===== src/rtl/dmem_arbiter.sv =====
// dmem_arbiter: two-port arbiter and access sequencer for a single-port,
// synchronous-read data memory. Each access takes three cycles:
// sample/issue, memory access (grant pulse), response (rvalid pulse).
module dmem_arbiter #(
  parameter int ADDR_W     = 8,
  parameter int DATA_W     = 32,
  parameter int FIXED_PRIO = 0
) (
  input  logic              clk,
  input  logic              rst_n,
  input  logic              req0,
  input  logic              we0,
  input  logic [ADDR_W-1:0] addr0,
  input  logic [DATA_W-1:0] wdata0,
  output logic              gnt0,
  output logic              rvalid0,
  output logic [DATA_W-1:0] rdata0,
  input  logic              req1,
  input  logic              we1,
  input  logic [ADDR_W-1:0] addr1,
  input  logic [DATA_W-1:0] wdata1,
  output logic              gnt1,
  output logic              rvalid1,
  output logic [DATA_W-1:0] rdata1,
  output logic [31:0]       mem_a,
  output logic [DATA_W-1:0] mem_wd,
  output logic              mem_we,
  input  logic [DATA_W-1:0] mem_rdata
);

  typedef enum logic [1:0] {
    ST_IDLE  = 2'd0,
    ST_ISSUE = 2'd1,
    ST_RESP  = 2'd2
  } state_t;

  state_t              r_state;
  state_t              w_state_nxt;
  logic                r_owner;      // port that owns the access in flight
  logic                r_is_write;   // access in flight is a write
  logic                r_last_gnt;   // most recently granted port
  logic                w_any_req;
  logic                w_win;        // winning port index for this sample
  logic                w_sel_we;
  logic [ADDR_W-1:0]   w_sel_addr;
  logic [DATA_W-1:0]   w_sel_wdata;

  // Arbitration: pick the winning port and mux its request fields.
  always_comb begin
    w_any_req   = req0 | req1;
    w_win       = 1'b0;
    w_sel_we    = we0;
    w_sel_addr  = addr0;
    w_sel_wdata = wdata0;
    if (req0 && req1) begin
      if (FIXED_PRIO != 0) begin
        w_win = 1'b0;
      end else begin
        w_win = ~r_last_gnt;
      end
    end else if (req1) begin
      w_win = 1'b1;
    end else begin
      w_win = 1'b0;
    end
    if (w_win) begin
      w_sel_we    = we1;
      w_sel_addr  = addr1;
      w_sel_wdata = wdata1;
    end else begin
      w_sel_we    = we0;
      w_sel_addr  = addr0;
      w_sel_wdata = wdata0;
    end
  end

  // Next-state logic: IDLE waits for a request, then ISSUE and RESP follow unconditionally.
  always_comb begin
    w_state_nxt = r_state;
    case (r_state)
      ST_IDLE: begin
        if (w_any_req) begin
          w_state_nxt = ST_ISSUE;
        end else begin
          w_state_nxt = ST_IDLE;
        end
      end
      ST_ISSUE: w_state_nxt = ST_RESP;
      ST_RESP:  w_state_nxt = ST_IDLE;
      default:  w_state_nxt = ST_IDLE;
    endcase
  end

  // State register plus registered memory controls, grant and response strobes.
  always_ff @(posedge clk or negedge rst_n) begin
    if (!rst_n) begin
      r_state    <= ST_IDLE;
      r_owner    <= 1'b0;
      r_is_write <= 1'b0;
      r_last_gnt <= 1'b1;
      gnt0       <= 1'b0;
      gnt1       <= 1'b0;
      rvalid0    <= 1'b0;
      rvalid1    <= 1'b0;
      mem_a      <= 32'h0000_0000;
      mem_wd     <= {DATA_W{1'b0}};
      mem_we     <= 1'b0;
    end else begin
      r_state <= w_state_nxt;
      case (r_state)
        ST_IDLE: begin
          rvalid0 <= 1'b0;
          rvalid1 <= 1'b0;
          if (w_any_req) begin
            mem_a      <= 32'(w_sel_addr);
            mem_wd     <= w_sel_wdata;
            mem_we     <= w_sel_we;
            gnt0       <= ~w_win;
            gnt1       <= w_win;
            r_owner    <= w_win;
            r_is_write <= w_sel_we;
            r_last_gnt <= w_win;
          end else begin
            mem_we <= 1'b0;
            gnt0   <= 1'b0;
            gnt1   <= 1'b0;
          end
        end
        ST_ISSUE: begin
          // Memory samples the controls on this edge; response follows next cycle.
          mem_we  <= 1'b0;
          gnt0    <= 1'b0;
          gnt1    <= 1'b0;
          rvalid0 <= ~r_owner;
          rvalid1 <= r_owner;
        end
        ST_RESP: begin
          mem_we  <= 1'b0;
          gnt0    <= 1'b0;
          gnt1    <= 1'b0;
          rvalid0 <= 1'b0;
          rvalid1 <= 1'b0;
        end
        default: begin
          mem_we  <= 1'b0;
          gnt0    <= 1'b0;
          gnt1    <= 1'b0;
          rvalid0 <= 1'b0;
          rvalid1 <= 1'b0;
        end
      endcase
    end
  end

  // Read data steering: memory data appears one cycle after ISSUE, so it is
  // passed through to the owner only during RESP of a read.
  always_comb begin
    rdata0 = {DATA_W{1'b0}};
    rdata1 = {DATA_W{1'b0}};
    if ((r_state == ST_RESP) && !r_is_write) begin
      if (r_owner) begin
        rdata1 = mem_rdata;
      end else begin
        rdata0 = mem_rdata;
      end
    end else begin
      rdata0 = {DATA_W{1'b0}};
      rdata1 = {DATA_W{1'b0}};
    end
  end

endmodule


===== config.mk =====
export PLATFORM = sky130hd
export DESIGN_NAME = dmem_arbiter
export DESIGN_NICKNAME = d
export VERILOG_FILES = /design/src/rtl/dmem_arbiter.sv
export SDC_FILE = /design/constraint.sdc
export NUM_CORES = 1
export LEC_CHECK = 0
export CORE_AREA = 3 3 96 98
export DETAILED_ROUTE_END_ITERATION = 16
export DIE_AREA = 0 0 99 101
export DONT_BUFFER_PORTS = 1
export SKIP_CTS_REPAIR_TIMING = 1
export SYNTH_ARGS = -nofsm -noshare
export SYNTH_HDL_FRONTEND = slang
export SYNTH_SLANG_ARGS = --single-unit

===== constraint.sdc =====
create_clock -name clk -period 2.1 [get_ports clk]
set_input_delay 0.315 -clock clk [delete_from_list [all_inputs] [get_ports clk]]
set_output_delay 0.315 -clock clk [all_outputs]
set_load 0.05 [all_outputs]

==> run metrics <==
Crit path arrival time 1670 ps; P_leak 1.69 nW; global routing's busiest layer met2; FMAX 503 MHz; Final ANT Viol Nets 0; DRT iter0 DRCs between 50 and 60; IO buf count 0; Detailed Place HPWL 6.25 mm; CTS tree built; Yosys cell types 22; vias per inst 5.25; clk root buf clkbuf_8; die width 99 µm; met2 Resource Use GR 28.1%; top flop regs mem_wd (32), mem_a (8), r_state (2); CORE AREA 0.00855 mm²; latest clock arrival within the worst-skew pair ~300 ps; fillers between 800 and 900; Largest Register mem_wd; Die Y 101 µm; DRC viols 0; Max-cap violations 0; grt total ovfl 0; 1st-pass router iterations 4; clock skew 16.9 ps; unrepaired setup endpoints after global routing no; Final setup viols 0; total CTS buffers 5; Setup crit start r_owner$_DFFE_PN0P_; Max FO, Critical Path 32; number of vias in the routed layout 2,245; initial antenna violation count 0; min-delay src wdata1[18]; post-layout minimum cycle time 1990 ps; # rows 34; routability congestion estimate 0.733; Synth Cell Area 0.00279 mm²; pwr/cell area 1730 mW/mm²; Mapped Avg Cell Area 10.6 µm²; WL/cell 19.3 µm; Peak VDD IR 0.000912 V; Final Max Tran Viols 0; worst-case reg-to-reg path depth 4; #FFs+latches synth 50; total track usage 14.9%; Critical R2R Launch r_state[0]$_DFF_PN0_; Critical Path End rdata0[9]; Synth Instances roughly 260; kind of critical path flip-flop to output port; final wirelength 8.24 mm; relative slew slack ~65%; clk buf depth 2; Starting Density roughly 33%; Seq/Total Area, Yosys 44.8%; RR Endpoint mem_a[6]$_DFFE_PN0P_; first-pass GRT wire length 11.7 mm; CP Launch Type flip-flop; most common cell after layout, fill and taps aside and2_1; final hold slack 146 ps; nets@finish 437; Hold Fails Final Rpt 0; H-tree level count 2; max reg flops 32; GRT met3 Usage 5.47%; Worst-Margin Slew 532 ps; hold crit path type input port to flip-flop; setup TNS 0 ps; vias in the first global route 2,094; Antenna Cells 0; YS warnings 0; Final period util 94.6%; P&R area growth vs syn 31.7%; largest net degree at the start of global routing 51; die area 0.0100 mm²; run status finished, final reports clean; GR Layer Usage met1 between 10% and 20%; Worst Setup End Kind output port; clock transition at the registers of the reported paths 100 ps; layout cells sized above 1 26.6%; Ports 251; Sink Count 50; Worst Path Required 1780 ps; most frequent cells in the layout 65 x and2_1, 50 x buf_4, 49 x dfrtp_1; slack of the worst reg-to-reg path 530 ps
-- metal layers --
metal  up-vias  part of all wire, %  routed length [µm]
met2       144                   54                4450
met4         0                 0.99                  82
met5         -                    0                   0
met1      1085                   34                2830
met3         6                   11                 871
li1       1010                    -                   -
-- per-stage QoR --
stage          instance area (µm²)  total power, mW  setup WS (ps)  util [%]  instances
6_report                      3680             6.36            113      43.0        428
2_1_floorplan                 2880             5.02            211         -        287
3_3_place_gp                  3520             5.59            402      41.1        418
3_5_place_dp                  3520             5.65            345      41.1        418
4_1_cts                       3640             6.38          -4.77      42.5        426
5_1_grt                       3680             6.68           1.80      43.0        428
-- cell families after synthesis --
logic type             Yosys count  synth area share (%)
AOI/OAI and AO/OA               85                  26.4
and+or+nand+nor                 79                  17.4
DFF                             50                  44.8
buffers and inverters           49                  11.2
other                            1                 0.134
-- where the power goes --
part | internal [mW] | total (mW) | switching, mW
Sequential | 1.40 | 3.20 | 1.80
Clock | 0.392 | 0.719 | 0.327
Combinational | 1.07 | 2.44 | 1.37
-- how the worst min path moves through the flow --
stage,to,cells after the start
5_1_grt,mem_a[2]$_DFFE_PN0P_,1
4_1_cts,mem_wd[25]$_DFFE_PN0P_,0
2_1_floorplan,gnt0$_DFF_PN0_,0
3_3_place_gp,mem_wd[15]$_DFFE_PN0P_,0
6_report,mem_wd[18]$_DFFE_PN0P_,1
3_5_place_dp,mem_wd[15]$_DFFE_PN0P_,0
-- worst max-delay path: stages, from the launching register on --
cell and delay, ps:
dfrtp_1 450, nor4b_2 260, buf_4 290, and2_1 210, buf_12 150
-- cell usage after synthesis --
cell type   n  area (µm²)
a22o_1      1        8.76
and3_1      1        6.26
and2_1     65         407
conb_1      1        3.75
and4bb_2    1        12.5
nor2b_1     2        12.5
nand2b_1    1        6.26
dfrtp_1    49        1230
clkbuf_1   15        56.3
nand3_1     1        5.00
clkinv_1    1        3.75
or2_1       1        6.26
buf_6       4        45.0
o21a_1     41         308
dfstp_2     1        26.3
o21ai_0     2        10.0
nand2_1     3        11.3
buf_4      25         188
nor2_1      3        11.3
buf_2       4        20.0
a221o_1    41         410
nor4b_1     1        8.76
-- final cells by class --
cell class / instances / area, µm² / area share (%)
Clock buffer: 6 / 82.6 / 2.24
Clock inverter: 2 / 38.8 / 1.05
Inverter: 1 / 3.75 / 0.102
Multi-Input combinational cell: 188 / 1330 / 36.2
Sequential cell: 50 / 1250 / 34.0
Tap cell: 108 / 135 / 3.67
Timing Repair Buffer: 73 / 833 / 22.7
Power figures use the tool's default switching activity.
